**src/rtl/control_unit_pkg.sv**
```systemverilog
// Shared definitions for the control unit: opcode constants, the FSM
// state encoding and the decoded control vector passed from cu_decode
// up to control_unit.
package control_unit_pkg;

    // Controller sequencing states
    typedef enum logic [1:0] {
        ST_RUN    = 2'd0,
        ST_HALTED = 2'd1,
        ST_STEP   = 2'd2
    } cu_state_t;

    // ALU instructions are recognised by opcode[5] alone
    localparam logic       OP_ALU_PFX   = 1'b1;
    // LOADI instructions are recognised by opcode[5:2]
    localparam logic [3:0] OP_LOADI_PFX = 4'b0000;

    // Fully decoded single opcodes
    localparam logic [5:0] OP_J    = 6'b000100;
    localparam logic [5:0] OP_JZ   = 6'b000101;
    localparam logic [5:0] OP_JNZ  = 6'b000110;
    localparam logic [5:0] OP_HALT = 6'b000111;

    // Control vector produced by the decoder for one instruction
    typedef struct packed {
        logic       s_inc;
        logic       s_inm;
        logic       we3;
        logic       wez;
        logic [2:0] op_alu;
        logic       is_halt;
        logic       is_illegal;
    } ctrl_t;

    // Vector that lets the PC advance with no side effects
    localparam ctrl_t CTRL_IDLE = '{
        s_inc:      1'b1,
        s_inm:      1'b0,
        we3:        1'b0,
        wez:        1'b0,
        op_alu:     3'b000,
        is_halt:    1'b0,
        is_illegal: 1'b0
    };

endpackage

```
**src/rtl/control_unit_decode.sv**
```systemverilog
// cu_decode: purely combinational opcode/zero-flag to control-vector
// decoder. It knows nothing about the debug FSM; control_unit gates its
// output according to the current state.
module cu_decode
    import control_unit_pkg::*;
(
    input  logic [5:0] opcode,
    input  logic       z,
    output ctrl_t      ctrl
);

    // Translate the instruction into enables; undefined opcodes fall through as a flagged NOP
    always_comb begin
        ctrl = CTRL_IDLE;
        if (opcode[5] == OP_ALU_PFX) begin
            ctrl.op_alu = opcode[4:2];
            ctrl.we3    = 1'b1;
            ctrl.wez    = 1'b1;
        end else if (opcode[5:2] == OP_LOADI_PFX) begin
            ctrl.we3   = 1'b1;
            ctrl.s_inm = 1'b1;
        end else begin
            case (opcode)
                OP_J:    ctrl.s_inc      = 1'b0;
                OP_JZ:   ctrl.s_inc      = ~z;
                OP_JNZ:  ctrl.s_inc      = z;
                OP_HALT: ctrl.is_halt    = 1'b1;
                default: ctrl.is_illegal = 1'b1;
            endcase
        end
    end

endmodule

```
**src/rtl/control_unit.sv**
```systemverilog
// control_unit: single-cycle processor controller with a RUN/HALTED/STEP
// debug FSM wrapped around the cu_decode instruction decoder.
// Optional feature: define CONTROL_UNIT_RETIRE_CNT_EN to add the
// CNT_W-bit retired-instruction counter and its 'retired' output port.
module control_unit
    import control_unit_pkg::*;
#(
    parameter int CNT_W = 16
) (
    input  logic             clk,
    input  logic             reset,
    input  logic [5:0]       opcode,
    input  logic             z,
    input  logic             dbg_halt,
    input  logic             dbg_run,
    input  logic             dbg_step,
    output logic             s_inc,
    output logic             s_inm,
    output logic             we3,
    output logic             wez,
    output logic [2:0]       op_alu,
    output logic             pc_en,
    output logic             halted,
    output logic             illegal
`ifdef CONTROL_UNIT_RETIRE_CNT_EN
    ,
    output logic [CNT_W-1:0] retired
`endif
);

    cu_state_t state;
    cu_state_t state_next;
    ctrl_t     dec;
    logic      illegal_q;

    cu_decode u_decode (
        .opcode (opcode),
        .z      (z),
        .ctrl   (dec)
    );

    // State register; reset forces RUN regardless of any debug pulse
    always_ff @(posedge clk) begin
        if (reset) begin
            state <= ST_RUN;
        end else begin
            state <= state_next;
        end
    end

    // Next-state logic: a HALT opcode and dbg_halt both end RUN after the current instruction
    always_comb begin
        state_next = state;
        case (state)
            ST_RUN: begin
                if (dec.is_halt || dbg_halt) begin
                    state_next = ST_HALTED;
                end
            end
            ST_HALTED: begin
                if (dbg_run) begin
                    state_next = ST_RUN;
                end else if (dbg_step) begin
                    state_next = ST_STEP;
                end
            end
            ST_STEP: begin
                state_next = ST_HALTED;
            end
            default: begin
                state_next = ST_RUN;
            end
        endcase
    end

    // Output gating: decoded enables pass only while an instruction actually executes
    always_comb begin
        s_inc  = 1'b1;
        s_inm  = 1'b0;
        we3    = 1'b0;
        wez    = 1'b0;
        op_alu = 3'b000;
        pc_en  = 1'b0;
        halted = 1'b0;
        if (!reset) begin
            if (state == ST_RUN || state == ST_STEP) begin
                s_inc  = dec.s_inc;
                s_inm  = dec.s_inm;
                we3    = dec.we3;
                wez    = dec.wez;
                op_alu = dec.op_alu;
                pc_en  = 1'b1;
            end else if (state == ST_HALTED) begin
                halted = 1'b1;
            end
        end
    end

    // Sticky undefined-opcode flag, set only by an executed instruction and cleared only by reset
    always_ff @(posedge clk) begin
        if (reset) begin
            illegal_q <= 1'b0;
        end else if (pc_en && dec.is_illegal) begin
            illegal_q <= 1'b1;
        end
    end

    assign illegal = illegal_q & ~reset;

`ifdef CONTROL_UNIT_RETIRE_CNT_EN
    logic [CNT_W-1:0] retired_q;

    // Retired-instruction counter: one per executing cycle, wrapping naturally at all-ones
    always_ff @(posedge clk) begin
        if (reset) begin
            retired_q <= '0;
        end else if (pc_en) begin
            retired_q <= retired_q + 1'b1;
        end
    end

    assign retired = reset ? '0 : retired_q;
`else
    logic unused_cnt_w;
    assign unused_cnt_w = (CNT_W > 0);
`endif

endmodule

```
**config.mk**
```make
export PLATFORM = sky130hd
export DESIGN_NAME = control_unit
export DESIGN_NICKNAME = d
export VERILOG_FILES = /design/src/rtl/control_unit_pkg.sv /design/src/rtl/control_unit_decode.sv /design/src/rtl/control_unit.sv
export SDC_FILE = /design/constraint.sdc
export NUM_CORES = 1
export LEC_CHECK = 0
export ABC_AREA = 1
export CAP_MARGIN = 20
export CORE_AREA = 2 2 39 41
export CTS_CLUSTER_SIZE = 8
export DETAILED_ROUTE_END_ITERATION = 10
export DIE_AREA = 0 0 41 43
export HOLD_SLACK_MARGIN = 0.1
export PLACE_DENSITY = 0.5
export SYNTH_ARGS = -nofsm -noshare
export SYNTH_HDL_FRONTEND = slang
export SYNTH_SLANG_ARGS = --single-unit
```
**constraint.sdc**
```tcl
create_clock -name clk -period 0.8 [get_ports clk]
set_input_delay 0.08 -clock clk [delete_from_list [all_inputs] [get_ports clk]]
set_output_delay 0.08 -clock clk [all_outputs]
set_load 0.03 [all_outputs]
```
==> impl_metrics.xml <==
<?xml version="1.0" encoding="UTF-8"?>
<metrics>
  <group name="floorplanning">
    <metric name="placement_rows" unit="">14</metric>
    <metric name="floorplan.core_area" unit="µm²">1380</metric>
    <metric name="dieArea" unit="µm²">1760</metric>
    <metric name="die-width" unit="µm">41</metric>
    <metric name="initial_utilization" unit="">0.181</metric>
    <metric name="top_level_ports" unit="">22</metric>
    <metric name="die_h" unit="µm">43</metric>
  </group>
  <group name="pwr">
    <metric name="seq_power_share" unit="">0.214</metric>
    <metric name="power.share.switching" unit="">0.333</metric>
    <metric name="power.share.clock" unit="">0.319</metric>
    <metric name="cellPowerDensity" unit="nW/µm²">1060</metric>
    <metric name="internal-power" unit="W">0.000540</metric>
    <metric name="combinationalPowerShare" unit="">0.467</metric>
    <metric name="leakage_power_summed_over_all_cells" unit="nW">0.363</metric>
    <metric name="vdd_ir_drop_max" unit="mV">0.806</metric>
    <metric name="total_switching_power" unit="W">0.000270</metric>
  </group>
  <group name="synth">
    <metric name="synth.largest_area_cell" unit="">sky130_fd_sc_hd__dfxtp_1</metric>
    <metric name="synth.yosys.warnings" unit="">0</metric>
    <metric name="syn-instance-count" unit="">45</metric>
    <metric name="synth.top_cell.area_share" unit="">0.240</metric>
    <metric name="yosys-top-cells-area" unit="">sky130_fd_sc_hd__dfxtp_1 (24%), sky130_fd_sc_hd__inv_1 (18%), sky130_fd_sc_hd__nor2_1 (14%)</metric>
    <metric name="mappedNetlistNets" unit="">57</metric>
    <metric name="synth_seq_area_share" unit="">0.240</metric>
    <metric name="average_cell_area_after_synthesis" unit="µm²">5.56</metric>
    <metric name="netlist_area" unit="µm²">250</metric>
    <metric name="yosys.cell_types.count" unit="">14</metric>
    <metric name="post_synthesis_sequential_element_count" unit="">3</metric>
  </group>
  <group name="cells_and_area">
    <metric name="utilization" unit="">0.554</metric>
    <metric name="layout.nets" unit="">98</metric>
    <metric name="post_route_cells_drive_above_1_share" unit="">0.635</metric>
    <metric name="antenna-diode-count" unit="">0</metric>
    <metric name="area.growth.synth_to_final" unit="%">207</metric>
  </group>
  <group name="sta">
    <metric name="rsz0062_at_grt" unit="">true</metric>
    <metric name="maxSlewHeadroom" unit="">0.853</metric>
    <metric name="clock_period_minus_worst_slack" unit="ns">1.20</metric>
    <metric name="max_freq" unit="MHz">834</metric>
    <metric name="timing_hold_violations_final" unit="">0</metric>
    <metric name="finClkSkew" unit="ns">0.000496</metric>
    <metric name="totalNegativeSetupSlack" unit="ns">-3.17</metric>
    <metric name="final.setup.worst_slack" unit="ns">-0.399</metric>
    <metric name="slew_violations" unit="">0</metric>
    <metric name="timing_worst_slew_pin_value" unit="ns">0.220</metric>
    <metric name="setup_violating_endpoint_count_in_the_final_report" unit="">12</metric>
    <metric name="timing.final.crit_share" unit="">1.50</metric>
  </group>
  <group name="worst_setup_path">
    <metric name="crit-reg2reg-launch" unit="">state[0]</metric>
    <metric name="worst-path-max-fanout" unit="">3</metric>
    <metric name="critical_path_class" unit="">reg2out</metric>
    <metric name="worstPathRequired" unit="ns">0.72</metric>
    <metric name="timing.critical_path.from" unit="">state[0]</metric>
    <metric name="timing.critical_path.to_type" unit="">output pin</metric>
    <metric name="crit_start_category" unit="">register</metric>
    <metric name="arrival" unit="ns">1.12</metric>
  </group>
  <group name="clock_network">
    <metric name="clock_tree.root_cell" unit="">sky130_fd_sc_hd__clkbuf_4</metric>
    <metric name="numClockSinks" unit="">3</metric>
    <metric name="cts_made_buffers" unit="">3</metric>
    <metric name="tritoncts_clock_tree" unit="">built</metric>
    <metric name="maximum_buffer_depth_of_the_clock_tree" unit="">2</metric>
    <metric name="htree_levels" unit="">1</metric>
    <metric name="cts.clk_slew.worst_paths" unit="ns">0.04</metric>
    <metric name="postCtsHoldBufs" unit="">0</metric>
    <metric name="worst_skew_pair.late_latency" unit="ns">0.23</metric>
  </group>
  <group name="grt">
    <metric name="largest_net_degree_at_the_start_of_global_routing" unit="">6</metric>
    <metric name="grt_antenna_before_repair" unit="">0</metric>
    <metric name="globalRouteOverflowTotal" unit="">0</metric>
    <metric name="vias_in_the_first_global_route" unit="">387</metric>
    <metric name="grt.total_usage" unit="">0.133</metric>
    <metric name="global_route_wire_length_before_repair" unit="mm">1.50</metric>
  </group>
  <group name="routing">
    <metric name="vias" unit="">396</metric>
    <metric name="wl" unit="µm">948</metric>
    <metric name="initialDrtViolationCount" unit="">0</metric>
    <metric name="drt-vias-per-instance" unit="">3.92</metric>
    <metric name="tritonroute_pass_1_iters" unit="">1</metric>
    <metric name="post-route-drc-count" unit="">0</metric>
    <metric name="route.antenna.remaining_nets" unit="">0</metric>
    <metric name="avgRoutedWirePerCell" unit="µm">9.39</metric>
  </group>
  <group name="placement">
    <metric name="port_buffers" unit="">21</metric>
    <metric name="globalplace.congestion" unit="">0.663</metric>
    <metric name="post-dp-hpwl" unit="µm">706</metric>
  </group>
  <group name="min_path">
    <metric name="min-delay-start" unit="">reset</metric>
    <metric name="worst_hold_path_type" unit="">in2reg</metric>
  </group>
  <group name="flow_run">
    <metric name="max-cap-violations" unit="">0</metric>
  </group>
  <group name="outcome">
    <metric name="violations_in_the_final_reports" unit="">setup timing</metric>
    <metric name="outcome" unit="">finished, violations left</metric>
  </group>
</metrics>
==> per-layer routing <==
metal  track usage  share of wire  up-vias
met1         0.130           0.35      170
met5             0              0        -
met3        0.0314          0.039        0
li1              -              -      215
met4         0.100              0        0
met2         0.222           0.61       11
==> worst max-delay path, cell delays in order, from the launching register on <==
cell,delay (ns)
sky130_fd_sc_hd__dfxtp_2,0.32
sky130_fd_sc_hd__nor2_4,0.15
sky130_fd_sc_hd__inv_4,0.07
sky130_fd_sc_hd__nor2_4,0.11
sky130_fd_sc_hd__nand3_4,0.09
sky130_fd_sc_hd__buf_6,0.14
==> sequential cells by signal (all words and copies together) (netlist names) <==
register and cells:
illegal_q 1, state 2
==> through the flow <==
step | area, µm² | std cells | worst slack (ns) | hold WS [ns] | total power [W]
3_5_place_dp | 602 | 91 | -0.530 | 0.453 | 0.000482
3_3_place_gp | 602 | 91 | -0.562 | 0.442 | 0.000482
6_report | 767 | 101 | -0.399 | 0.275 | 0.000810
5_1_grt | 767 | 101 | -0.460 | 0.285 | 0.000864
2_1_floorplan | 329 | 45 | -0.220 | 0.152 | 0.000328
4_1_cts | 757 | 101 | -0.426 | 0.268 | 0.000822
==> final cells by class <==
cell class	count	area, µm²
fillers	145	617
repair buffers	36	352
multi-input cells	29	255
flip-flops and latches	3	62.6
inverters	13	51.3
clock buffers	4	26.3
well taps	16	20.0
==> path summary, 6_finish.rpt <==
| kind | cells past startpoint | endpoint | slack, ns |
|---|---|---|---|
| hold reg to reg | 2 | illegal_q | 0.45 |
| setup / recovery | 5 | s_inc | -0.40 |
| hold / removal | 3 | state[1] | 0.28 |
| setup reg to reg | 6 | illegal_q | -0.15 |
==> cell families (layout without fill, tap and decap cells) <==
kind of cell           count (synthesis)  after routing  share of synthesized area
AOI/OAI and AO/OA                      3              3                     0.0650
buffers and inverters                 13             53                      0.195
DFF                                    3              3                      0.240
and+or+nand+nor                       26             26                      0.500
==> cells in the mapped netlist (all sizes together) <==
| master | number |
|---|---|
| nor2 | 12 |
| nand4 | 1 |
| nand2 | 7 |
| dfxtp | 3 |
| nand3 | 4 |
| a31oi | 1 |
| nor3 | 2 |
| inv | 13 |
| o21ai | 1 |
| a21oi | 1 |
==> what timing repair did <==
item / in CTS / in global routing
setup buffers: 7 / 0
pin swaps: 8 / 2
setup endpoints to repair: 12 / 12
resized for setup: 29 / 4
==> power by group through the flow <==
stage	Clock [W]	Sequential, W	Combinational, W
after floorplan	0	0.000173	0.000155
after global placement	0	0.000173	0.000309
after detailed placement	0	0.000173	0.000309
after CTS	0.000278	0.000171	0.000374
after global routing	0.000283	0.000174	0.000406
final	0.000259	0.000173	0.000378
==> cells in the final DEF (no fill, tap or decap) <==
cell / synthesis / final
sky130_fd_sc_hd__buf_6: 0 / 12
sky130_fd_sc_hd__nand3_2: 1 / 1
sky130_fd_sc_hd__buf_12: 0 / 1
sky130_fd_sc_hd__nor2_2: 2 / 2
sky130_fd_sc_hd__dfxtp_2: 0 / 2
sky130_fd_sc_hd__nor2_1: 9 / 3
sky130_fd_sc_hd__inv_4: 0 / 1
sky130_fd_sc_hd__a31oi_1: 1 / 1
sky130_fd_sc_hd__clkbuf_1: 0 / 1
sky130_fd_sc_hd__nor3_4: 0 / 2
sky130_fd_sc_hd__nor2_4: 1 / 7
sky130_fd_sc_hd__inv_1: 12 / 7
sky130_fd_sc_hd__nand4_1: 1 / 1
sky130_fd_sc_hd__o21ai_4: 0 / 1
sky130_fd_sc_hd__nand2_1: 7 / 5
sky130_fd_sc_hd__a21oi_1: 1 / 1
sky130_fd_sc_hd__clkbuf_4: 0 / 3
sky130_fd_sc_hd__nand2_4: 0 / 1
sky130_fd_sc_hd__buf_4: 0 / 12
sky130_fd_sc_hd__dlygate4sd2_1: 0 / 4
sky130_fd_sc_hd__nand2_2: 0 / 1
sky130_fd_sc_hd__inv_2: 1 / 5
sky130_fd_sc_hd__clkdlybuf4s15_2: 0 / 1
sky130_fd_sc_hd__nand3_4: 0 / 2
sky130_fd_sc_hd__dfxtp_1: 3 / 1
sky130_fd_sc_hd__nand3_1: 3 / 1
sky130_fd_sc_hd__clkdlybuf4s50_1: 0 / 6
Power figures use the tool's default switching activity.
